## src/rtl/lift_pkg.sv

```systemverilog
// Shared types and defaults for the lift call scheduler.
package lift_pkg;

    localparam int LIFT_N_FLOORS = 8;
    localparam int LIFT_FLOOR_W  = $clog2(LIFT_N_FLOORS);

    // Sweep direction encoding
    localparam logic DIR_UP = 1'b1;
    localparam logic DIR_DN = 1'b0;

    typedef enum logic [1:0] {
        ST_IDLE   = 2'd0,
        ST_OFFER  = 2'd1,
        ST_TRAVEL = 2'd2,
        ST_CLEAR  = 2'd3
    } lift_state_e;

endpackage

```

## src/rtl/lift_target_sel.sv

```systemverilog
// Collective (SCAN) target search over the pending call sets.
// Purely combinational: picks the next floor and the direction the car
// will be sweeping when it gets there.
module lift_target_sel
    import lift_pkg::*;
#(
    parameter int N_FLOORS = LIFT_N_FLOORS,
    parameter int FLOOR_W  = LIFT_FLOOR_W
) (
    input  logic [N_FLOORS-1:0] pend_up_i,
    input  logic [N_FLOORS-1:0] pend_dn_i,
    input  logic [N_FLOORS-1:0] pend_car_i,
    input  logic [FLOOR_W-1:0]  car_floor_i,
    input  logic                dir_up_i,
    output logic                found_o,
    output logic [FLOOR_W-1:0]  floor_o,
    output logic                dir_up_o
);

    logic [N_FLOORS-1:0] a_calls;
    logic [N_FLOORS-1:0] d_calls;
    logic [N_FLOORS-1:0] any_calls;
    int                  cf;

    // Calls at the car's own floor are included in the "nearest" searches
    // so that a matching call there reopens the door instead of being skipped.
    always_comb begin
        a_calls   = pend_up_i | pend_car_i;
        d_calls   = pend_dn_i | pend_car_i;
        any_calls = a_calls | d_calls;
        cf        = int'(car_floor_i);
        found_o   = 1'b0;
        floor_o   = '0;
        dir_up_o  = dir_up_i;
        if (dir_up_i) begin
            // nearest at/above in A: descending scan, last hit is the lowest
            for (int f = N_FLOORS-1; f >= 0; f--)
                if (f >= cf && a_calls[f]) begin found_o = 1'b1; floor_o = FLOOR_W'(f); end
            // otherwise run out to the highest call above
            if (!found_o)
                for (int f = 0; f < N_FLOORS; f++)
                    if (f > cf && any_calls[f]) begin found_o = 1'b1; floor_o = FLOOR_W'(f); end
            // nothing above: reverse, nearest at/below in D
            if (!found_o)
                for (int f = 0; f < N_FLOORS; f++)
                    if (f <= cf && d_calls[f]) begin found_o = 1'b1; floor_o = FLOOR_W'(f); dir_up_o = DIR_DN; end
            if (!found_o)
                for (int f = N_FLOORS-1; f >= 0; f--)
                    if (f < cf && any_calls[f]) begin found_o = 1'b1; floor_o = FLOOR_W'(f); dir_up_o = DIR_DN; end
        end else begin
            // nearest at/below in D: ascending scan, last hit is the highest
            for (int f = 0; f < N_FLOORS; f++)
                if (f <= cf && d_calls[f]) begin found_o = 1'b1; floor_o = FLOOR_W'(f); end
            // otherwise run out to the lowest call below
            if (!found_o)
                for (int f = N_FLOORS-1; f >= 0; f--)
                    if (f < cf && any_calls[f]) begin found_o = 1'b1; floor_o = FLOOR_W'(f); end
            // nothing below: reverse, nearest at/above in A
            if (!found_o)
                for (int f = N_FLOORS-1; f >= 0; f--)
                    if (f >= cf && a_calls[f]) begin found_o = 1'b1; floor_o = FLOOR_W'(f); dir_up_o = DIR_UP; end
            if (!found_o)
                for (int f = 0; f < N_FLOORS; f++)
                    if (f > cf && any_calls[f]) begin found_o = 1'b1; floor_o = FLOOR_W'(f); dir_up_o = DIR_UP; end
        end
    end

endmodule

```

## src/rtl/lift_call_scheduler.sv

```systemverilog
// Lift call scheduler: latches hall/car calls, offers SCAN targets to the car
// over valid/ready and clears served calls when the car arrives.
module lift_call_scheduler
    import lift_pkg::*;
#(
    parameter int N_FLOORS = LIFT_N_FLOORS,
    parameter int FLOOR_W  = LIFT_FLOOR_W
) (
    input  logic                clk,
    input  logic                rst_n,
    input  logic [N_FLOORS-1:0] hall_up_i,
    input  logic [N_FLOORS-1:0] hall_dn_i,
    input  logic [N_FLOORS-1:0] car_call_i,
    input  logic [FLOOR_W-1:0]  car_floor_i,
    input  logic                arrive_i,
    output logic                tgt_valid_o,
    output logic [FLOOR_W-1:0]  tgt_floor_o,
    input  logic                tgt_ready_i,
    output logic                dir_up_o,
    output logic [N_FLOORS-1:0] pend_up_o,
    output logic [N_FLOORS-1:0] pend_dn_o,
    output logic [N_FLOORS-1:0] pend_car_o
);

    // Top floor has no up button, ground floor has no down button.
    localparam logic [N_FLOORS-1:0] UP_OK = {1'b0, {(N_FLOORS-1){1'b1}}};
    localparam logic [N_FLOORS-1:0] DN_OK = {{(N_FLOORS-1){1'b1}}, 1'b0};

    lift_state_e         state_q, state_d;
    logic [N_FLOORS-1:0] pend_up_q, pend_up_d;
    logic [N_FLOORS-1:0] pend_dn_q, pend_dn_d;
    logic [N_FLOORS-1:0] pend_car_q, pend_car_d;
    logic [FLOOR_W-1:0]  tgt_q, tgt_d;
    logic                dir_up_q, dir_up_d;

    logic [N_FLOORS-1:0] any_q;
    logic [N_FLOORS-1:0] clr_up, clr_dn, clr_car;
    logic                beyond;
    logic                flip;

    logic                sel_found;
    logic [FLOOR_W-1:0]  sel_floor;
    logic                sel_dir;

    // Served-call masks for the CLEAR cycle; zero in every other state so the
    // selector sees plain registered calls outside CLEAR.
    always_comb begin
        any_q   = pend_up_q | pend_dn_q | pend_car_q;
        clr_up  = '0;
        clr_dn  = '0;
        clr_car = '0;
        beyond  = 1'b0;
        flip    = 1'b0;
        if (state_q == ST_CLEAR) begin
            for (int f = 0; f < N_FLOORS; f++)
                if (any_q[f] && (dir_up_q ? (f > int'(tgt_q)) : (f < int'(tgt_q))))
                    beyond = 1'b1;
            // end of sweep: the waiting passengers at this floor go the other way
            flip           = !beyond;
            clr_car[tgt_q] = 1'b1;
            if (dir_up_q || flip)  clr_up[tgt_q] = 1'b1;
            if (!dir_up_q || flip) clr_dn[tgt_q] = 1'b1;
        end
    end

    lift_target_sel #(
        .N_FLOORS (N_FLOORS),
        .FLOOR_W  (FLOOR_W)
    ) u_sel (
        .pend_up_i   (pend_up_q & ~clr_up),
        .pend_dn_i   (pend_dn_q & ~clr_dn),
        .pend_car_i  (pend_car_q & ~clr_car),
        .car_floor_i (car_floor_i),
        .dir_up_i    (dir_up_q ^ flip),
        .found_o     (sel_found),
        .floor_o     (sel_floor),
        .dir_up_o    (sel_dir)
    );

    // Next-state, pending-call update and target latch.
    always_comb begin
        state_d    = state_q;
        tgt_d      = tgt_q;
        dir_up_d   = dir_up_q;
        // clear wins over a same-cycle press of the served button
        pend_up_d  = (pend_up_q  | (hall_up_i & UP_OK)) & ~clr_up;
        pend_dn_d  = (pend_dn_q  | (hall_dn_i & DN_OK)) & ~clr_dn;
        pend_car_d = (pend_car_q | car_call_i)          & ~clr_car;
        case (state_q)
            ST_IDLE: begin
                if (sel_found) begin
                    tgt_d    = sel_floor;
                    dir_up_d = sel_dir;
                    state_d  = ST_OFFER;
                end
            end
            ST_OFFER: begin
                if (tgt_ready_i) state_d = ST_TRAVEL;
            end
            ST_TRAVEL: begin
                if (arrive_i) state_d = ST_CLEAR;
            end
            ST_CLEAR: begin
                dir_up_d = dir_up_q ^ flip;
                if (sel_found) begin
                    tgt_d    = sel_floor;
                    dir_up_d = sel_dir;
                    state_d  = ST_OFFER;
                end else begin
                    state_d  = ST_IDLE;
                end
            end
            default: state_d = ST_IDLE;
        endcase
    end

    // State and pending-call registers with synchronous reset.
    always_ff @(posedge clk) begin
        if (!rst_n) begin
            state_q    <= ST_IDLE;
            pend_up_q  <= '0;
            pend_dn_q  <= '0;
            pend_car_q <= '0;
            tgt_q      <= '0;
            dir_up_q   <= DIR_UP;
        end else begin
            state_q    <= state_d;
            pend_up_q  <= pend_up_d;
            pend_dn_q  <= pend_dn_d;
            pend_car_q <= pend_car_d;
            tgt_q      <= tgt_d;
            dir_up_q   <= dir_up_d;
        end
    end

    assign tgt_valid_o = (state_q == ST_OFFER);
    assign tgt_floor_o = tgt_q;
    assign dir_up_o    = dir_up_q;
    assign pend_up_o   = pend_up_q;
    assign pend_dn_o   = pend_dn_q;
    assign pend_car_o  = pend_car_q;

endmodule

```

## config.mk

```make
export PLATFORM = sky130hd
export DESIGN_NAME = lift_call_scheduler
export DESIGN_NICKNAME = d
export VERILOG_FILES = /design/src/rtl/lift_pkg.sv /design/src/rtl/lift_target_sel.sv /design/src/rtl/lift_call_scheduler.sv
export SDC_FILE = /design/constraint.sdc
export NUM_CORES = 1
export LEC_CHECK = 0
export CAP_MARGIN = 20
export CORE_MARGIN = 2
export CORE_UTILIZATION = 55
export CTS_CLUSTER_SIZE = 20
export DETAILED_ROUTE_END_ITERATION = 8
export PLACE_DENSITY_LB_ADDON = 0.25
export SLEW_MARGIN = 20
export SYNTH_ARGS = -nofsm -noshare
export SYNTH_HDL_FRONTEND = slang
export SYNTH_SLANG_ARGS = --single-unit
export TNS_END_PERCENT = 1
```

## constraint.sdc

```tcl
create_clock -name clk -period 5.2 [get_ports clk]
set_clock_uncertainty 0.15 [all_clocks]
set_input_delay 1.04 -clock clk [delete_from_list [all_inputs] [get_ports clk]]
set_output_delay 1.04 -clock clk [all_outputs]
set_load 0.02 [all_outputs]
```

==> flow_metrics.env <==
export IMPL_rsz0062_at_grt="false"
export IMPL_drtIter0Drc=300
export IMPL_n_fill_cell=381
export IMPL_wl_per_cell_um=18.22
export IMPL_async_reset_ff_frac=0
export IMPL_p_leak_nw=1.248
export IMPL_nNetsFinal=452
export IMPL_hold_path_class="reg -> reg"
export IMPL_cts_root_buf="clkbuf_8"
export IMPL_period_minus_slack_ps=4183
export IMPL_internal_power_mw=0.6350
export IMPL_antenna_left=0
export IMPL_reg2reg_depth=11
export IMPL_first_global_vias=2829
export IMPL_cp_arrival_ps=4210
export IMPL_cts_buffers=5
export IMPL_ys_types=68
export IMPL_clock_sinks=30
export IMPL_hpwl_mm=6.349
export IMPL_grt_usage=0.3354
export IMPL_worstSetupPathType="in -> reg"
export IMPL_comb_power_share=0.529
export IMPL_r2r_end="tgt_floor_o[0]$_SDFFE_PN0P_"
export IMPL_synth_ff_type="dfxtp_1"
export IMPL_hold_start="pend_up_o[7]$_SDFF_PN0_"
export IMPL_min_path_cells=1
export IMPL_antenna_found_initial=0
export IMPL_startpoint_type="input port"
export IMPL_switching_share=0.4782
export IMPL_end_kind="flop"
export IMPL_fin_crit_sh=0.8045
export IMPL_drv_slew=0
export IMPL_totalWireLength_mm=8.581
export IMPL_grt_pass1_wl_mm=13.74
export IMPL_holdBufCountCts=0
export IMPL_syn_inst=367
export IMPL_crit_required_ps=5220
export IMPL_core_area_um2=4444
export IMPL_timing_fmax_ghz=0.2391
export IMPL_status="finished clean"
export IMPL_area_growth_pct=26.20
export IMPL_power_density_nw_per_um2=374.0
export IMPL_cts_path_max_buffers=2
export IMPL_ctsResizeCount=0
export IMPL_relSlewSlack=0.3693
export IMPL_synth_edf_count=0
export IMPL_ys_seq_area_frac=0.2329
export IMPL_via_per_inst=6.539
export IMPL_rows=24
export IMPL_avgSynthCellArea_um2=7.026
export IMPL_drive_gt1_frac=0.06699
export IMPL_grt_overflow=0
export IMPL_p_sw_mw=0.5820
export IMPL_synth_nets=402
export IMPL_ios=60
export IMPL_globalplace_congestion=1.014
export IMPL_first_pass_iters=5
export IMPL_setup_viol=0
export IMPL_drc=0
export IMPL_portBuffers=57
export IMPL_h_tree_depth=2
export IMPL_fin_tns_setup_ps=0
export IMPL_tightestPinTransition_ps=943.1
export IMPL_clk_pin_slew_ps=70
export IMPL_timing_rr_start="tgt_floor_o[0]$_SDFFE_PN0P_"
export IMPL_whs_ps=365.0
export IMPL_die_area_um2=5253
export IMPL_peakVddDrop_uv=210.0
export IMPL_r2r_slack_ps=1270
export IMPL_p_clk_frac=0.168
export IMPL_yosysWarnings=0
export IMPL_hold_viol=0
export IMPL_cts_tree="yes"
export IMPL_power_frac_seq=0.303
export IMPL_grt_max_degree=30
export IMPL_worstPathMaxFanout=11
export IMPL_start_util=0.5802
export IMPL_min_to="pend_up_o[7]$_SDFF_PN0_"
export IMPL_maxCapViolations=0
export IMPL_synthesis_area_um2=2579
export IMPL_fp_dieH_um=72.48
export IMPL_ys_seq_elements=30
export IMPL_vias=3080
export IMPL_clock_latency_ps=300
export IMPL_cts_setup_buffers=0
export IMPL_die_w_um=72.48
-- logic make-up (layout without fill, tap and decap cells) --
kind of cell,after synthesis,in the layout,synth area share
compound gates,158,158,0.4076
xor+xnor,2,2,0.006794
fa+ha+maj,4,4,0.01941
buf+inv,29,80,0.04997
flops,30,30,0.2329
mux,1,1,0.003882
other cells,0,1,0
simple gates,143,143,0.2795
-- synth_stat cells (5+ instances only) --
cell type	number	area (um^2)
a21oi_1	39	195.2
a31oi_1	9	56.30
clkbuf_1	13	48.80
dfxtp_1	30	600.6
inv_1	9	33.78
nand2_1	26	97.59
nand3_1	8	40.04
nor2_1	52	195.2
nor2b_1	6	37.54
nor3_1	19	95.09
o21ai_0	46	230.2
o31ai_1	5	37.54
-- metal layers --
metal,part of all wire,wire [um],global-route usage
met5,0,0,0
met3,0.11,982,0.06944
met2,0.47,4000,0.5331
met4,0.022,193,0.1440
met1,0.40,3406,0.4405
-- layout make-up --
cell class                      count  area, um^2  area share
Antenna cell                        1       2.502   0.0007689
Clock buffer                        7       86.33     0.02653
Clock inverter                      1       5.005    0.001538
Inverter                           10       37.54     0.01153
Multi-Input combinational cell    308        1849      0.5682
Sequential cell                    30       600.6      0.1845
Tap cell                           52       65.06     0.01999
Timing Repair Buffer               62       608.1      0.1869
-- worst max-delay path by stage --
stage / startpoint / endpoint / slack (ps)
global route: car_floor_i[1] / tgt_floor_o[0]$_SDFFE_PN0P_ / 820
detailed placement: car_floor_i[1] / tgt_floor_o[0]$_SDFFE_PN0P_ / 760
finish: car_floor_i[1] / tgt_floor_o[0]$_SDFFE_PN0P_ / 1020
floorplan: car_floor_i[2] / tgt_floor_o[0]$_SDFFE_PN0P_ / 1490
CTS: car_floor_i[1] / tgt_floor_o[0]$_SDFFE_PN0P_ / 1070
global placement: car_floor_i[1] / tgt_floor_o[0]$_SDFFE_PN0P_ / 790
-- worst max-delay path, stage by stage --
cell	delay, ps
clkdlybuf4s50_1	610
or3_1	550
a21oi_1	180
a21oi_1	90
a221oi_1	350
o2111ai_1	260
nor3_4	340
inv_2	70
or4b_1	510
a21oi_1	130
o31ai_1	80
-- sequential cells by signal (all words and copies together), names as in the netlist --
name	count
dir_up_o	1
pend_car_o	8
pend_dn_o	8
pend_up_o	8
state_q	2
tgt_floor_o	3
-- placed cells by master (no fill, tap or decap), drive strengths merged, types with 2 or more instances in the layout --
master	instances
nor2	52
a21boi	3
inv	10
nor2b	6
or2	2
clkdlybuf4s50	57
o22ai	4
o211a	3
dfxtp	30
and2	5
o311a	3
clkbuf	7
a221oi	3
a21o	3
xnor2	2
a22oi	4
o211ai	2
o21a	2
a31o	3
nand4	2
o2111ai	2
buf	5
o31a	5
nand2	26
and3	3
nand2b	3
nand3	8
o31ai	5
a31oi	10
a221o	2
or3	3
o221ai	3
o21bai	3
a21oi	40
o21ai	50
ha	4
and3b	3
nor3	21
-- metrics by stage --
step	util	setup slack [ps]	instances	area (um^2)	total power, mW
final	0.7323	1017	471	3254	1.217
after floorplan	-	1487	367	2579	0.7926
after CTS	0.7317	1071	470	3252	1.198
after global routing	0.7317	817.6	470	3252	1.283
after detailed placement	0.7111	764.6	462	3161	0.9952
after global placement	0.7111	794.0	462	3161	0.9770
-- power groups by stage --
| stage | clock network (mW) | logic (mW) | registers (mW) |
|---|---|---|---|
| after floorplan | 0 | 0.453 | 0.340 |
| after global placement | 0 | 0.613 | 0.364 |
| after detailed placement | 0 | 0.629 | 0.366 |
| after CTS | 0.206 | 0.631 | 0.361 |
| after global routing | 0.213 | 0.695 | 0.376 |
| final | 0.204 | 0.644 | 0.369 |
(Power assumes the default switching activity.)
